<file path="config.mk">
export PLATFORM = sky130hd
export DESIGN_NAME = lfsr_word_sched
export DESIGN_NICKNAME = d
export VERILOG_FILES = /design/src/rtl/lfsr_word_sched.sv
export SDC_FILE = /design/constraint.sdc
export NUM_CORES = 1
export LEC_CHECK = 0
export ABC_AREA = 1
export BUFFER_PORTS_ARGS = -buffer_cell sky130_fd_sc_hd__buf_4
export CORE_ASPECT_RATIO = 0.75
export CORE_MARGIN = 10
export CORE_UTILIZATION = 45
export CTS_CLUSTER_DIAMETER = 40
export CTS_CLUSTER_SIZE = 12
export DETAILED_ROUTE_END_ITERATION = 10
export GPL_ROUTABILITY_DRIVEN = 0
export GPL_TIMING_DRIVEN = 0
export HOLD_SLACK_MARGIN = 0.05
export PLACE_DENSITY = 0.77
export SLEW_MARGIN = 20
export SYNTH_ARGS = -nofsm -noshare
export SYNTH_HDL_FRONTEND = slang
export SYNTH_SLANG_ARGS = --single-unit
export TNS_END_PERCENT = 50
</file>
<file path="constraint.sdc">
create_clock -name clk -period 1.8 [get_ports clk]
set_clock_uncertainty 0.05 [all_clocks]
set_input_delay 0.27 -clock clk [delete_from_list [all_inputs] [get_ports clk]]
set_output_delay 0.27 -clock clk [all_outputs]
set_load 0.01 [all_outputs]
</file>
<file path="src/rtl/lfsr_word_sched.sv">
// lfsr_word_sched: one Fibonacci LFSR time-shared among NREQ requesters.
// A pending request is granted (round-robin by default), the LFSR advances
// STEPS times, and the resulting word is delivered with a one-cycle gnt pulse.
//
// Build option: define LFSR_SCHED_FIXED_PRIO_EN for fixed priority (lowest
// pending index wins, no rotating pointer). Undefined: round-robin.
//
// Ports:
//   clk        clock
//   reset      asynchronous, active-low reset
//   req        one-cycle request pulses, one bit per requester
//   seed_load  load seed_val into the LFSR (honoured in IDLE only)
//   seed_val   seed value (zero is replaced by 1)
//   gnt        one-hot, one-cycle pulse on delivery
//   data       delivered word, held until the next delivery
//   busy       high whenever the scheduler is not IDLE
module lfsr_word_sched #(
  parameter int unsigned      NREQ   = 4,
  parameter int unsigned      WIDTH  = 16,
  parameter logic [WIDTH-1:0] TAPS   = WIDTH'(16'b1000000001011),
  parameter logic             INVERT = 1'b0,
  parameter int unsigned      STEPS  = 16
) (
  input  logic             clk,
  input  logic             reset,
  input  logic [NREQ-1:0]  req,
  input  logic             seed_load,
  input  logic [WIDTH-1:0] seed_val,
  output logic [NREQ-1:0]  gnt,
  output logic [WIDTH-1:0] data,
  output logic             busy
);

  localparam int unsigned IDX_W = (NREQ > 1) ? $clog2(NREQ) : 1;
  localparam int unsigned CNT_W = 8;

  typedef enum logic [1:0] {
    S_IDLE,
    S_STEP,
    S_DELIVER
  } state_t;

  state_t           state_q, state_d;
  logic [WIDTH-1:0] lfsr_q, lfsr_d, lfsr_step;
  logic [WIDTH-1:0] data_d;
  logic [NREQ-1:0]  gnt_d;
  logic             busy_d;
  logic [NREQ-1:0]  pending_q, pending_d;
  logic [CNT_W-1:0] cnt_q, cnt_d;
  logic [IDX_W-1:0] winner_q, winner_d;
  logic             found;
  logic [IDX_W-1:0] pick;
  logic             fb;
`ifdef LFSR_SCHED_FIXED_PRIO_EN
`else
  logic [IDX_W-1:0] ptr_q, ptr_d;
`endif

  // One Fibonacci step: parity of tapped bits shifts in at the MSB
  always_comb begin
    fb        = (^(lfsr_q & TAPS)) ^ INVERT;
    lfsr_step = {fb, lfsr_q[WIDTH-1:1]};
  end

  // Winner selection over the registered pending vector
  always_comb begin
    found = 1'b0;
    pick  = '0;
`ifdef LFSR_SCHED_FIXED_PRIO_EN
    // Descending scan so the lowest pending index is the last to assign
    for (int i = int'(NREQ) - 1; i >= 0; i--) begin
      if (pending_q[IDX_W'(i)]) begin
        found = 1'b1;
        pick  = IDX_W'(i);
      end
    end
`else
    for (int k = 0; k < int'(NREQ); k++) begin
      if (!found && pending_q[IDX_W'((int'(ptr_q) + k) % int'(NREQ))]) begin
        found = 1'b1;
        pick  = IDX_W'((int'(ptr_q) + k) % int'(NREQ));
      end
    end
`endif
  end

  // Next-state and registered-output logic
  always_comb begin
    state_d   = state_q;
    lfsr_d    = lfsr_q;
    data_d    = data;
    cnt_d     = cnt_q;
    winner_d  = winner_q;
    gnt_d     = '0;
    // A request arriving with its own grant keeps the bit set
    pending_d = (pending_q & ~gnt) | req;
`ifdef LFSR_SCHED_FIXED_PRIO_EN
`else
    ptr_d     = ptr_q;
`endif
    case (state_q)
      S_IDLE: begin
        if (seed_load) begin
          lfsr_d = (seed_val == '0) ? WIDTH'(1) : seed_val;
        end else if (found) begin
          winner_d = pick;
          cnt_d    = CNT_W'(STEPS - 1);
          state_d  = S_STEP;
        end
      end
      S_STEP: begin
        lfsr_d = lfsr_step;
        if (cnt_q == '0) begin
          data_d  = lfsr_step;
          gnt_d   = NREQ'(1) << winner_q;
          state_d = S_DELIVER;
        end else begin
          cnt_d = cnt_q - CNT_W'(1);
        end
      end
      S_DELIVER: begin
`ifdef LFSR_SCHED_FIXED_PRIO_EN
`else
        if (int'(winner_q) == int'(NREQ) - 1) ptr_d = '0;
        else                                  ptr_d = winner_q + IDX_W'(1);
`endif
        state_d = S_IDLE;
      end
      default: state_d = S_IDLE;
    endcase
    busy_d = (state_d != S_IDLE);
  end

  // State and output registers
  always_ff @(posedge clk or negedge reset) begin
    if (!reset) begin
      state_q   <= S_IDLE;
      lfsr_q    <= WIDTH'(1);
      data      <= '0;
      gnt       <= '0;
      busy      <= 1'b0;
      pending_q <= '0;
      cnt_q     <= '0;
      winner_q  <= '0;
`ifdef LFSR_SCHED_FIXED_PRIO_EN
`else
      ptr_q     <= '0;
`endif
    end else begin
      state_q   <= state_d;
      lfsr_q    <= lfsr_d;
      data      <= data_d;
      gnt       <= gnt_d;
      busy      <= busy_d;
      pending_q <= pending_d;
      cnt_q     <= cnt_d;
      winner_q  <= winner_d;
`ifdef LFSR_SCHED_FIXED_PRIO_EN
`else
      ptr_q     <= ptr_d;
`endif
    end
  end

endmodule

</file>
==> flow_summary.ini, run 1 <==
[status]
outcome = complete, no violations

[routing]
drc = 0
drt_iter0_drc = 154
firstDrtPassIters = 4
wl_mm = 6.27
wl_per_cell_um = 13.7
vias_per_cell = 4.96
ant_nets = 0
dr_total_vias = 2261

[global_routing]
grt_pass1_wl_mm = 11.0
grt_antenna_before_repair = 0
first_global_vias = 2282
grt_usage_pct = 13.3
grt_start_max_net_pins = 56
overflow = 0

[synth]
synthAdderAreaFrac_pct = 2.71
yosysWarnings = 0
avgSynthCellArea_sq_um = 8.54
synth_area_sq_um = 2770
ys_ff_latch = 55
synth.most_common_cell = nand2_1
yosys-top-cells-area = dfrtp_1 (49%), nand2_1 (13%), inv_1 (5.3%)
synth_top_family_by_area = simple AND/OR/NAND/NOR gates
synth_cell_type_count = 36
synth-xor-area-share_pct = 2.22
synthSimpleGateAreaFrac_pct = 26.3
ys.flop_type = dfrtp_1
synth_top_cell_by_area = dfrtp_1
syn_nets = 353
synthTopCellsByCount = nand2_1 (94), dfrtp_1 (54), inv_1 (39)
synth_top_area_share_pct = 48.8
synth_edf_count = 0
syn_inst = 324
muxShareOfSynthArea_pct = 0
synth_compound_area_share_pct = 10.3
yosysSeqAreaShare_pct = 49.8
synth-async-reset-ratio_pct = 100

[sta]
hold_violations = 0
hold_slack_ns = 0.109
tns_ns = 0
rsz0062_at_grt = no
finalCritPeriodShare_pct = 90.3
maxSlewHeadroom_pct = 55.0
fmaxAchievable_ghz = 0.615
tightest_slew_ns = 0.675
period_minus_slack_ns = 1.63
setup_violations = 0
final_max_slew_viol_count = 0

[final_layout]
nets = 406
area_growth_pct = 19.9
num_antenna_cells = 0
drive_gt1_share_pct = 23.3
fillerInstances = 539

[critical_path]
reg2reg_to = cnt_q[1]
r2r_cells = 11
cp.required_ns = 1.95
startpoint = ptr_q[0]
crit_fanout = 10
r2r-start = ptr_q[0]
worstSetupPathType = flop to flop
rrSetupSlack_ns = 0.17
cp-end-kind = flop
cp.arrival_ns = 1.78
critPathLaunchType = flop

[min_path]
min_from = req[2]
whs_endpoint = pending_q[2]
hold_class = input port to flop
hold_depth = 2

[floorplanning]
die_y_um = 87.9
io_pins = 44
die_area_sq_um = 9720
start_util_pct = 47.0
rows = 24
fp.dieW_um = 111
core_area_sq_um = 5890

[clock_network]
cts_tree = done
cts.path.max_buffers = 2
numCtsBuffers = 5
cts-root-buf = clkbuf_8
cts_max_level = 2
clk_latency_ns = 0.31
clkTransAtPathRegs_ns = 0.11
cts.sinks = 55

[place]
place.port_buffers = 43
hpwl_mm = 4.80

[power_and_ir_drop]
p_leak_nw = 1.75
cellPowerDensity_nw_per_um2 = 1750
vdd_ir_drop_max_mv = 1.06

[flow_run]
maxCapViolations = 0
==> timing repair <==
item / 4_1_cts / 5_1_grt
setup buffers: 0 / 2
endpoints found under the hold margin: 54 / 0
setup endpoints to repair: 0 / 25
hold buffers: 1 / 0
resized for setup: 0 / 9
==> cells by family after synthesis <==
logic type / after synthesis
DFF: 55
AOI/OAI and AO/OA: 44
and+or+nand+nor: 158
buffers and inverters: 54
xor gates and xnor gates: 7
adders and majority gates: 6
==> how the worst max path moves through the flow <==
| stage | end | slack (ns) | cells past startpoint |
|---|---|---|---|
| detailed placement | data[10] | 0.14 | 8 |
| finish | cnt_q[1] | 0.17 | 11 |
| CTS | data[10] | 0.12 | 8 |
| global placement | lfsr_q[10] | 0.19 | 8 |
| global route | cnt_q[0] | 0.01 | 9 |
| floorplan | cnt_q[5] | 0.30 | 8 |
==> layer usage <==
layer / global-route usage [%] / vias up / wire length, um
met4: 3.42 / 0 / 40
met5: 0 / - / 0
li1: - / 1136 / -
met1: 18.3 / 1078 / 3120
met3: 2.94 / 2 / 264
met2: 20.7 / 45 / 2840
==> through the flow <==
step / total power [mW] / std cells / util [%] / worst slack (ns) / area [sq um]
2_1_floorplan: 4.15 / 324 / - / 0.301 / 2770
3_3_place_gp: 4.95 / 445 / 54.1 / 0.191 / 3190
3_5_place_dp: 5.07 / 445 / 54.1 / 0.138 / 3190
4_1_cts: 5.78 / 454 / 55.9 / 0.116 / 3290
5_1_grt: 6.35 / 456 / 56.4 / 0.0126 / 3320
6_report: 5.79 / 456 / 56.4 / 0.174 / 3320
==> cells in the final DEF, fill, tap and decap left out, drive strengths merged, types with 2 or more instances in the layout <==
master / count
nand2: 106
dfrtp: 54
buf: 52
inv: 47
nor2: 24
o21ai: 19
nand3: 15
o221ai: 9
o211ai: 7
clkbuf: 7
ha: 6
o21bai: 4
xor2: 4
a21oi: 3
xnor2: 3
or2: 3
and2: 2
nor3: 2
nand3b: 2
nand4: 2
nor3b: 2
==> worst max-delay path: stages (launching register included) <==
cell and delay [ns]:
dfrtp_1 0.39, buf_6 0.14, inv_6 0.08, nand2_1 0.05
nand2_1 0.10, nand2_1 0.07, and2_1 0.18, nand3_2 0.09
nand2_4 0.09, buf_8 0.16, nand3_1 0.06, nand2_1 0.06
==> state kept, by name, summed over array words and instances (netlist names) <==
register / cells
gnt: 4
ptr_q: 2
winner_q: 2
pending_q: 4
state_q: 2
data: 16
lfsr_q: 16
busy: 1
cnt_q: 8
==> cell type report <==
cell class	count	area [sq um]	share of cell area (%)
sequential	55	1380	41.5
multi-input combinational	215	1150	34.7
timing repair buffer	46	348	10.5
inverter	45	174	5.24
tap	78	97.6	2.94
buffer	9	73.8	2.23
clock buffer	5	68.8	2.07
clock inverter	3	25.0	0.754
==> power by group <==
group	internal [mW]	total, mW	leakage [nW]	switching (mW)
Combinational	1.23	2.94	1.05	1.71
Sequential	1.78	2.15	0.656	0.371
Clock	0.285	0.709	0.0452	0.425
No activity file was read; power rests on OpenSTA's default activity.
==> run 2, diff against run 1 <==
==> constraint.sdc (replaced) <==
create_clock -name clk -period 1.7 [get_ports clk]
set_clock_uncertainty 0.05 [all_clocks]
set_input_delay 0.255 -clock clk [delete_from_list [all_inputs] [get_ports clk]]
set_output_delay 0.255 -clock clk [all_outputs]
set_load 0.01 [all_outputs]
==> flow_summary.ini, run 2 (same netlist as run 1, synthesis figures left out) <==
[status]
outcome = complete, no violations

[floorplanning]
core_area_sq_um = 5890
die_y_um = 87.9
fp.dieW_um = 111
rows = 24
die_area_sq_um = 9720
start_util_pct = 47.0
io_pins = 44

[sta]
timing.final.ws_setup_ns = 0.0394
maxSlewHeadroom_pct = 55.5
finalCritPeriodShare_pct = 97.7
hold_violations = 0
rsz0062_at_grt = yes
tightest_slew_ns = 0.667
fmaxAchievable_ghz = 0.602
final_max_slew_viol_count = 0
tns_ns = 0
period_minus_slack_ns = 1.66
setup_violations = 0

[routing]
wl_mm = 6.56
vias_per_cell = 5.02
ant_nets = 0
drc = 0
drt_iter0_drc = 175
dr_total_vias = 2333
wl_per_cell_um = 14.1
firstDrtPassIters = 5

[global_routing]
overflow = 0
first_global_vias = 2282
grt_pass1_wl_mm = 11.0
grt_start_max_net_pins = 56
grt_antenna_before_repair = 0
grt_usage_pct = 13.3

[final_layout]
nets = 415
layout_commonest_cell = nand2_1
fillerInstances = 530
regArea_sq_um = 1380
final_cells = 465
multi_input_area_sq_um = 1190
reg.largest.list = data (16), lfsr_q (16), cnt_q (8)
final_cell_mix = nand2_1 (89), buf_4 (53), dfrtp_1 (53), inv_1 (37), nor2_1 (20)
area_growth_pct = 24.3
num_antenna_cells = 0
drive_gt1_share_pct = 28.2

[min_path]
hold_class = input port to flop
min_from = req[2]

[place]
dp.cells = 445
hpwl_mm = 4.80
dp_slack_ns = 0.0376
place.port_buffers = 43

[clock_network]
cts_max_level = 2
clkTransAtPathRegs_ns = 0.10
cts.path.max_buffers = 2
clk_latency_ns = 0.31
cts_tree = done
cts-root-buf = clkbuf_8
cts.sinks = 55
numCtsBuffers = 5

[critical_path]
startpoint = cnt_q[0]
rrSetupSlack_ns = 0.04
cp.required_ns = 1.90
r2r-start = cnt_q[0]
cp.arrival_ns = 1.86
cp-endpoint = cnt_q[3]
reg2reg_to = cnt_q[3]
cp-end-kind = flop
critPathLaunchType = flop
crit_fanout = 9
worstSetupPathType = flop to flop
r2r_cells = 9

[power_and_ir_drop]
vdd_ir_drop_max_mv = 1.18
p_total_mw = 6.47
p_leak_nw = 1.82
cellPowerDensity_nw_per_um2 = 1880

[flow_run]
maxCapViolations = 0
[run 2: changes by cell type in the layout (fill, tap and decap cells not counted), moves of 2 or more]
| cell | before | now |
|---|---|---|
| and2_1 | 2 | 0 |
| and2_4 | 0 | 2 |
| buf_4 | 46 | 53 |
| nand2_1 | 94 | 89 |
| nand2_2 | 10 | 14 |
[run 2: per-stage QoR]
stage / area, sq um / hold WS (ns) / util (%)
3_5_place_dp: 3190 / 0.284 / 54.1
3_3_place_gp: 3190 / 0.291 / 54.1
4_1_cts: 3290 / 0.0899 / 55.9
6_report: 3440 / 0.0952 / 58.4
5_1_grt: 3440 / 0.0850 / 58.4
2_1_floorplan: 2770 / -0.0906 / -
[run 2: worst max-delay path, cell delays in order (launching register included)]
cell and delay (ns):
dfrtp_1 0.37, inv_2 0.05, ha_1 0.21, nor3b_2 0.17, and2_4 0.14, or2_4 0.25
buf_6 0.14, nand2_8 0.09, nand2_1 0.07, nand2_1 0.06
[run 2: area by class of cell]
| class | count | share of cell area, % |
|---|---|---|
| sequential | 55 | 40.1 |
| multi-input combinational | 215 | 34.5 |
| buffer | 9 | 2.11 |
| timing repair buffer | 55 | 12.6 |
| clock buffer | 5 | 2.00 |
| tap | 78 | 2.84 |
| clock inverter | 3 | 0.728 |
| inverter | 45 | 5.06 |
[run 2: worst min-delay path by stage]
| stage | to | cells after the start | slack (ns) |
|---|---|---|---|
| final | pending_q[2] | 2 | 0.1 |
| after global routing | pending_q[0] | 2 | 0.09 |
| after CTS | pending_q[2] | 2 | 0.09 |
| after detailed placement | lfsr_q[10] | 1 | 0.28 |
| after global placement | data[10] | 1 | 0.29 |
| after floorplan | busy | 0 | -0.09 |
[run 2: per-layer routing]
layer  track usage, %  vias up  part of all wire [%]
li1                 -     1149                     -
met1             18.3     1103                    47
met2             20.7       71                    46
met3             2.94       10                   5.4
met4             3.42        0                   1.3
met5                0        -                     0
[run 2: timing repair]
item                       in CTS  in global routing
setup endpoints to repair       0                 38
hold buffers                    1                  0
setup buffers                   0                  8
resized for setup               0                 24
hold endpoints to repair       54                  0
[run 2: power by group]
part           internal, mW  switching, mW  total, mW
logic                  1.51           1.92       3.43
clock network         0.301          0.454      0.755
registers              1.88          0.402       2.29
total                  3.69           2.78       6.47
